File: src/rtl/harvos_pkg.sv
// Shared types for the harvos MMU page-table-walker memory path.
package harvos_pkg;

  typedef enum logic [2:0] {
    PTWC_NONE,
    PTWC_MISALIGN,
    PTWC_PMA,
    PTWC_BUS,
    PTWC_TIMEOUT
  } ptw_cause_e;

  typedef enum logic [2:0] {
    PTWR_IDLE,
    PTWR_REQ,
    PTWR_WAIT,
    PTWR_DRAIN,
    PTWR_RESP
  } ptwr_state_e;

endpackage

File: src/rtl/ptw_pma_check.sv
// Combinational alignment and PMA-window check for a PTE fetch address.
module ptw_pma_check
  import harvos_pkg::*;
#(
  parameter logic [31:0] PT_BASE  = 32'h0000_0000,
  parameter logic [31:0] PT_LIMIT = 32'h0FFF_FFFF
) (
  input  logic [31:0] addr,
  output ptw_cause_e  cause
);

  logic [31:0] offset;
  logic        in_window;

  always_comb begin
    // Offset from the base wraps for addresses below it, so one compare covers both bounds.
    offset    = addr - PT_BASE;
    in_window = (offset <= (PT_LIMIT - PT_BASE));
    cause     = PTWC_NONE;
    if (addr[1:0] != 2'b00) begin
      cause = PTWC_MISALIGN;
    end else if (!in_window) begin
      cause = PTWC_PMA;
    end
  end

endmodule

File: src/rtl/ptw_mem_responder.sv
// Memory-side responder for the page-table walker: one PTE read at a time, one registered response.
module ptw_mem_responder
  import harvos_pkg::*;
#(
  parameter logic [31:0] PT_BASE  = 32'h0000_0000,
  parameter logic [31:0] PT_LIMIT = 32'h0FFF_FFFF,
  parameter int unsigned TIMEOUT  = 256
) (
  input  logic        clk,
  input  logic        rst_n,
  input  logic        ptw_req,
  input  logic [31:0] ptw_addr,
  input  logic        ptw_flush,
  output logic        ptw_rvalid,
  output logic [31:0] ptw_rdata,
  output logic        ptw_fault,
  output logic [2:0]  ptw_cause,
  output logic        mem_req,
  output logic [31:0] mem_addr,
  input  logic        mem_gnt,
  input  logic        mem_rvalid,
  input  logic [31:0] mem_rdata,
  input  logic        mem_err
);

  localparam int unsigned     TO_W   = $clog2(TIMEOUT + 1);
  localparam logic [TO_W-1:0] TO_MAX = TO_W'(TIMEOUT);

  ptwr_state_e     state_q, state_d;
  logic [TO_W-1:0] cnt_q, cnt_d, cnt_inc;
  logic            cnt_hit;
  logic            rvalid_q, rvalid_d;
  logic [31:0]     rdata_q, rdata_d;
  logic            fault_q, fault_d;
  ptw_cause_e      cause_q, cause_d;
  logic            mem_req_q, mem_req_d;
  logic [31:0]     mem_addr_q, mem_addr_d;

  ptw_cause_e      chk_cause;
  logic            resp_en;
  ptw_cause_e      resp_cause;
  logic [31:0]     resp_data;

  ptw_pma_check #(
    .PT_BASE  (PT_BASE),
    .PT_LIMIT (PT_LIMIT)
  ) u_pma_check (
    .addr  (ptw_addr),
    .cause (chk_cause)
  );

  always_comb begin
    state_d    = state_q;
    cnt_d      = cnt_q;
    rvalid_d   = 1'b0;
    rdata_d    = rdata_q;
    fault_d    = fault_q;
    cause_d    = cause_q;
    mem_req_d  = mem_req_q;
    mem_addr_d = mem_addr_q;
    resp_en    = 1'b0;
    resp_cause = PTWC_NONE;
    resp_data  = '0;

    cnt_inc = (cnt_q == TO_MAX) ? cnt_q : cnt_q + TO_W'(1);
    cnt_hit = (cnt_inc == TO_MAX);

    unique case (state_q)
      PTWR_IDLE: begin
        if (ptw_req && !ptw_flush) begin
          if (chk_cause != PTWC_NONE) begin
            resp_en    = 1'b1;
            resp_cause = chk_cause;
          end else begin
            state_d    = PTWR_REQ;
            mem_req_d  = 1'b1;
            mem_addr_d = ptw_addr;
          end
        end
      end
      PTWR_REQ: begin
        if (mem_gnt) begin
          // A grant alongside a flush still owes a bus response, so it must be drained.
          mem_req_d = 1'b0;
          cnt_d     = '0;
          state_d   = ptw_flush ? PTWR_DRAIN : PTWR_WAIT;
        end else if (ptw_flush) begin
          mem_req_d = 1'b0;
          state_d   = PTWR_IDLE;
        end
      end
      PTWR_WAIT: begin
        cnt_d = cnt_inc;
        if (mem_rvalid) begin
          if (ptw_flush) begin
            state_d = PTWR_IDLE;
          end else begin
            resp_en    = 1'b1;
            resp_cause = mem_err ? PTWC_BUS : PTWC_NONE;
            resp_data  = mem_err ? '0 : mem_rdata;
          end
        end else if (ptw_flush) begin
          state_d = PTWR_DRAIN;
        end else if (cnt_hit) begin
          resp_en    = 1'b1;
          resp_cause = PTWC_TIMEOUT;
        end
      end
      PTWR_DRAIN: begin
        cnt_d = cnt_inc;
        if (mem_rvalid || cnt_hit) begin
          state_d = PTWR_IDLE;
        end
      end
      PTWR_RESP: begin
        state_d = PTWR_IDLE;
      end
      default: begin
        state_d = PTWR_IDLE;
      end
    endcase

    if (resp_en) begin
      state_d  = PTWR_RESP;
      rvalid_d = 1'b1;
      rdata_d  = resp_data;
      cause_d  = resp_cause;
      fault_d  = (resp_cause != PTWC_NONE);
    end
  end

  always_ff @(posedge clk) begin
    if (!rst_n) begin
      state_q    <= PTWR_IDLE;
      cnt_q      <= '0;
      rvalid_q   <= 1'b0;
      rdata_q    <= '0;
      fault_q    <= 1'b0;
      cause_q    <= PTWC_NONE;
      mem_req_q  <= 1'b0;
      mem_addr_q <= '0;
    end else begin
      state_q    <= state_d;
      cnt_q      <= cnt_d;
      rvalid_q   <= rvalid_d;
      rdata_q    <= rdata_d;
      fault_q    <= fault_d;
      cause_q    <= cause_d;
      mem_req_q  <= mem_req_d;
      mem_addr_q <= mem_addr_d;
    end
  end

  assign ptw_rvalid = rvalid_q;
  assign ptw_rdata  = rdata_q;
  assign ptw_fault  = fault_q;
  assign ptw_cause  = cause_q;
  assign mem_req    = mem_req_q;
  assign mem_addr   = mem_addr_q;

endmodule

File: config.mk
export PLATFORM = sky130hd
export DESIGN_NAME = ptw_mem_responder
export DESIGN_NICKNAME = d
export VERILOG_FILES = /design/src/rtl/harvos_pkg.sv /design/src/rtl/ptw_pma_check.sv /design/src/rtl/ptw_mem_responder.sv
export SDC_FILE = /design/constraint.sdc
export NUM_CORES = 1
export LEC_CHECK = 0
export ABC_CLOCK_PERIOD_IN_PS = 2500
export CAP_MARGIN = 30
export CORE_MARGIN = 1
export CORE_UTILIZATION = 39
export DETAILED_ROUTE_END_ITERATION = 8
export PLACE_DENSITY = 0.73
export SETUP_SLACK_MARGIN = 0.02
export SLEW_MARGIN = 20
export SYNTH_ARGS = -nofsm -noshare
export SYNTH_HDL_FRONTEND = slang
export SYNTH_SLANG_ARGS = --single-unit
File: constraint.sdc
create_clock -name clk -period 2.5 [get_ports clk]
set_input_delay 0.75 -clock clk [delete_from_list [all_inputs] [get_ports clk]]
set_output_delay 0.75 -clock clk [all_outputs]
set_load 0.05 [all_outputs]
Yosys cells after proc, flatten, opt, wreduce, memory -nomap -nowiden
Cells that the tools add are included.
- register bits: 82
- output and inout port bits: 70
- input port bits: 71
- word-level logic and storage cells: 84
- reductions and logical operators: 16
- order comparisons: 1
- equality and inequality tests: 15
- add/sub/neg operators: 1
- bitwise logic cells: 2
- mux-type cells: 40
- operators with widths (kind ; count):
    32-bit 2-to-1 mux ; 4
    3-bit 2-to-1 mux ; 14
    32-bit by 28-bit <= comparator with 1-bit output (second input constant) ; 1
    9-bit equality test (second input constant) ; 2
    9-bit 2-to-1 mux ; 2
    9-bit one-hot mux with 2 select lines ; 1
    3-bit inequality test (second input constant) ; 5
    1-bit 2-to-1 mux ; 12
    3-bit one-hot mux with 4 select lines ; 1
    4-bit AND reduction ; 3
    9-bit by 1-bit adder with 9-bit output (second input constant) ; 1
    2-bit inequality test (second input constant) ; 4
    3-bit by 2-bit equality test with 1-bit output (second input constant) ; 2
    2-bit 2-to-1 mux ; 3
    3-bit one-hot mux with 2 select lines ; 1
    2-bit nonzero test ; 3
    3-bit nonzero test ; 2
    4-bit inequality test (second input constant) ; 1
    1-bit one-hot mux with 2 select lines ; 2
    2-bit OR reduction ; 2
    3-bit by 1-bit equality test with 1-bit output (second input constant) ; 1
    3-bit zero test ; 1
    3-bit AND reduction ; 1
    1-bit NOT ; 2
    4 further kinds ; 4

Logic depth before layout (Yosys ltp)
- depth after elaboration: 9
- mapped depth: 9
- depth with buffers taken out: 7

Cells and area by module
From an unflattened synthesis, not the netlist that was laid out.
- cell total of the unflattened synthesis: 350
- area, all modules: 3368.2 um2
- modules (own cells, without submodules) (module ; instances ; cells each ; seq. area each (um2) ; area an instance (um2)):
    ptw_mem_responder ; 1 ; 345 ; 1641.6 ; 3338.2
    ptw_pma_check ; 1 ; 5 ; 0.0 ; 30.0

Worst setup path after synthesis
OpenSTA, ideal clock, no wires.
- path type: register to register
- start point: register cnt_q[0]
- end point: register rdata_q[10] (netlist: ptw_rdata[10])
- path buffers: 2
- setup time: 117 ps
- stages on the path, launching flop included: 10
- clock period less this slack: 2250 ps
- data required time: 2383 ps
- data arrival time: 2133 ps
- setup slack: 250 ps
- cells stage by stage: dfxtp_1 > ha_1 > nand3_1 > or3_1 > a32oi_1 > and3_1 > buf_6 > a21oi_4 > buf_8 > a22o_1
- word-level cells in the longest chain between the ends: 7
- elaborated cells on any way between the ends: 8
- those cells by class: add/sub (1); eq/ne (2); mux (5)
- RTL lines (element ; RTL line ; RTL):
    start: declaration ; ptw_mem_responder.sv:30 ; logic [TO_W-1:0] cnt_q, cnt_d, cnt_inc;
    start signal: assignment ; ptw_mem_responder.sv:144 ; cnt_q <= cnt_d;
    9-bit by 1-bit adder with 9-bit output or 9-bit equality test (tied branches) ; ptw_mem_responder.sv:65 ; cnt_inc = (cnt_q == TO_MAX) ? cnt_q : cnt_q + TO_W'(1);
    9-bit 2-to-1 mux * ; ptw_mem_responder.sv:65 ;
    9-bit equality test * ; ptw_mem_responder.sv:66 ; cnt_hit = (cnt_inc == TO_MAX);
    1-bit 2-to-1 mux * ; ptw_mem_responder.sv:104 ; end else if (cnt_hit) begin
    1-bit 2-to-1 mux * ; ptw_mem_responder.sv:102 ; end else if (ptw_flush) begin
    1-bit 2-to-1 mux * ; ptw_mem_responder.sv:94 ; if (mem_rvalid) begin
    1-bit one-hot mux with 2 select lines * ; ptw_mem_responder.sv:68 ; unique case (state_q)
    end signal: assignment ; ptw_mem_responder.sv:146 ; rdata_q <= rdata_d;
    end: declaration ; ptw_mem_responder.sv:33 ; logic [31:0] rdata_q, rdata_d;
Every way passes the cells marked *; elsewhere a longest branch is shown, timed or not.
A chain may end at the register's enable or synchronous reset.

Worst setup path after layout
- start point: register cnt_q[1]
- end point: register rdata_q[6] (netlist: ptw_rdata[6])
The elaborated chain is that of the path after synthesis.

==> metrics.md <==
| Metric | Value |
|---|---|
| Number of diodes | `0` |
| Dpl hpwl | `6160 um` |
| Worst path slowest cell | `dfxtp_1` |
| Final hold slack | `0.457 ns` |
| Crit. path cell count | `8` |
| Die extent in x | `92.0 um` |
| Die ar. | `8460 sq um` |
| RSZ-0062 raised after global routing | `true` |
| Largest net degree at the start of global routing | `36` |
| Hold violation count in the final report | `0` |
| Initial antenna violation count | `0` |
| Final period utilization | `94.7%` |
| Clock sink count | `82` |
| Status | `finished, final reports clean` |
| Worst Path Required | `2.74 ns` |
| CTS tree | `done` |
| Worst path cell trace | `ha_1, nand3_1, or3_1, a32oi_1, and3_1, a21oi_4, buf_4, a22o_2` |
| Post-CTS Repair Setup Buffers | `0` |
| Crit path max fanout | `8` |
| Max clock buf depth | `2` |
| Async SR Flop Fraction | `0%` |
| Initial core utilization | `40.7%` |
| Post-synthesis cell count | `342` |
| Sequential Area | `1640 sq um` |
| Reg-to-reg slack, setup | `0.13 ns` |
| Peak Freq | `422 MHz` |
| Power Total | `0.00257 W` |
| Num CTS Buffers | `9` |
| Crit-path max cell delay | `0.41 ns` |
| GP Congestion | `0.825` |
| Clock-pin slew on the worst setup and hold paths | `0.09 ns` |
| Max rail drop VDD | `0.000326 V` |
| YS warnings | `0` |
| Clk Latency, worst-skew pair | `0.35 ns` |
| PD cells | `517 nW/um^2` |
| Routed wire length | `8520 um` |
| Die Y | `92.0 um` |
| Max Cap Violations | `0` |
| Slew HR | `63.4%` |
| FP Rows | `32` |
| PortBufs | `140` |
| Vias in the first global route | `2790` |
| Leak | `1.80 nW` |
| DRT antenna net count | `0` |
| Net count after synthesis | `415` |
| Drc violations | `0` |
| Type of origin of the critical path | `flip-flop` |
| Register area share after synthesis | `52.0%` |
| Gr usage total | `19.9%` |
| Critical path origin | `cnt_q[1]$_SDFFE_PN0P_` |
| 1st-pass router iterations | `4` |
| H-Tree Depth | `3` |
| First-pass GRT wire length | `13500 um` |
| Initial drt markers | `116` |
| Mapped Area | `3160 sq um` |
| Root Buffer | `clkbuf_8` |
| Unique masters post-synth | `47` |
| Top delay family on crit path | `simple AND/OR/NAND/NOR gates` |
| IO Pins | `141` |
| Setup violators final | `0` |
| Core area | `7770 sq um` |
| Final Max Tran Viols | `0` |
| Fill count | `683` |
| Synth Flop Type | `dfxtp_1` |
| DR vias | `3021` |
| Area of the multi-input gates | `1370 sq um` |
| Crit Path Class | `flip-flop to flip-flop` |
| Routed len/inst | `14.3 um` |
| CP Capture Type | `flip-flop` |
| Critical Path Sink | `ptw_rdata[6]$_SDFFE_PN0P_` |
| Fin crit period | `2.37 ns` |
| Number of flops mapped to enable cells by yosys | `0` |
| Fraction of layout cells with a size suffix above 1 | `11.1%` |
| Final net count | `562` |
| Via/cell ratio | `5.07` |
| Worst reg2reg startpoint | `cnt_q[1]$_SDFFE_PN0P_` |
| HP Class | `flip-flop to flip-flop` |
| Seq cells post-synth | `82` |
| Layout area overhead | `57.3%` |
| Worst reg2reg endpoint | `ptw_rdata[6]$_SDFFE_PN0P_` |
| Setup Skew | `0.0125 ns` |
| Critical Path AT | `2.61 ns` |
| Actual slew at the worst max-slew pin | `0.548 ns` |
| GR Overflow Total | `0` |
| R2r worst-path depth | `8` |
| CP Buf/Inv Count | `1` |
| Syn Area/Cell | `9.24 sq um` |
## how the worst min path moves through the flow
stage / start / endpoint / slack [ns] / depth (start not counted)
5_1_grt: mem_addr[15]$_SDFFE_PN0P_ / mem_addr[15]$_SDFFE_PN0P_ / 0.48 / 2
6_report: mem_addr[25]$_SDFFE_PN0P_ / mem_addr[25]$_SDFFE_PN0P_ / 0.46 / 2
4_1_cts: mem_addr[11]$_SDFFE_PN0P_ / mem_addr[11]$_SDFFE_PN0P_ / 0.46 / 2
2_1_floorplan: cnt_q[3]$_SDFFE_PN0P_ / cnt_q[3]$_SDFFE_PN0P_ / 0.53 / 2
3_5_place_dp: mem_addr[11]$_SDFFE_PN0P_ / mem_addr[11]$_SDFFE_PN0P_ / 0.45 / 2
3_3_place_gp: mem_addr[11]$_SDFFE_PN0P_ / mem_addr[11]$_SDFFE_PN0P_ / 0.44 / 2
## power by group
group | internal [W] | leakage (nW) | switching (W)
sequential | 0.00131 | 0.661 | 0.00000937
combinational | 0.000152 | 1.04 | 0.000115
clock | 0.000477 | 0.0984 | 0.000503
total | 0.00194 | 1.80 | 0.000627
## layout by cell type, fill, tap and decap left out, types with 3 or more instances in the layout
cell type        instances
nor3_1                   6
nor4_1                   3
buf_4                   16
nand2_1                 64
nor2_1                  18
dfxtp_1                 81
nand3_1                  7
nand4_1                  4
a31oi_1                  3
a31o_2                   3
a21oi_1                 34
a22o_2                   5
nor2b_1                  3
inv_1                    4
buf_12                   4
clkdlybuf4s50_1        140
a22o_1                  30
and3_1                   7
clkbuf_8                 9
o21ai_0                 11
## per-stage QoR
step / cell area (sq um) / cells / TNS [ns] / setup slack (ns) / utilization (%)
floorplan: 3160 / 342 / 0 / 0.250 / -
global placement: 4750 / 580 / -5.07 / -0.125 / 61.2
detailed placement: 4750 / 580 / -7.00 / -0.190 / 61.2
CTS: 4960 / 596 / 0 / 0.150 / 63.9
global route: 4970 / 596 / 0 / 0.0158 / 64.0
finish: 4970 / 596 / 0 / 0.132 / 64.0
## sequential cells by signal (all words and copies together) (netlist names)
name / cells
cnt_q: 9
mem_addr: 32
mem_req: 1
ptw_cause: 3
ptw_fault: 1
ptw_rdata: 32
ptw_rvalid: 1
state_q: 3
## timing repair
item,in CTS,in global routing
endpoints found under the hold margin,0,0
hold buffers,0,0
endpoints found under the setup margin,0,13
resized for setup,0,2
## layer usage
metal | wire length, um | track usage [%] | up-vias
li1 | - | - | 1511
met3 | 407 | 4.39 | 5
met1 | 3720 | 25.2 | 1435
met5 | 0 | 0 | -
met2 | 4320 | 34.2 | 70
met4 | 74 | 5.47 | 0
## logic make-up after synthesis
| group | after synthesis | synth area share, % |
|---|---|---|
| simple gates | 125 | 18.2 |
| mux | 2 | 0.792 |
| fa+ha+maj | 2 | 0.792 |
| flops | 82 | 52.0 |
| compound gates | 100 | 22.7 |
| buf+inv | 29 | 4.99 |
| xor+xnor | 2 | 0.555 |
## cell usage after synthesis (all sizes together) (4+ instances only)
cell | n | area, sq um
nor3 | 7 | 35.0
nand4 | 5 | 37.5
nor2 | 18 | 67.6
nor4 | 4 | 31.3
dfxtp | 82 | 1640
a22o | 35 | 313
inv | 5 | 18.8
nand2 | 64 | 240
o21ai | 11 | 55.1
a21oi | 35 | 186
nand3 | 7 | 35.0
and3 | 7 | 43.8
buf | 8 | 78.8
clkbuf | 16 | 60.1
## cell type report
type                    count  share of cell area, %
clock buffers               9                   2.49
clock inverters             7                   1.66
inverters                   5                  0.378
flip-flops and latches     82                   33.1
repair buffers            160                   32.2
well taps                 102                   2.57
multi-input cells         231                   27.6
## worst register-to-register path: cells and delay by family (launching register included)
kind	cells	cell delay, ns
AND/OR/NAND/NOR	3	0.80
flip-flops	1	0.41
buffers and inverters	1	0.17
adder cells (fa/ha/maj)	1	0.27
AO/OA/AOI/OAI	3	0.63
Note: power is estimated with default switching activity, not from simulation.
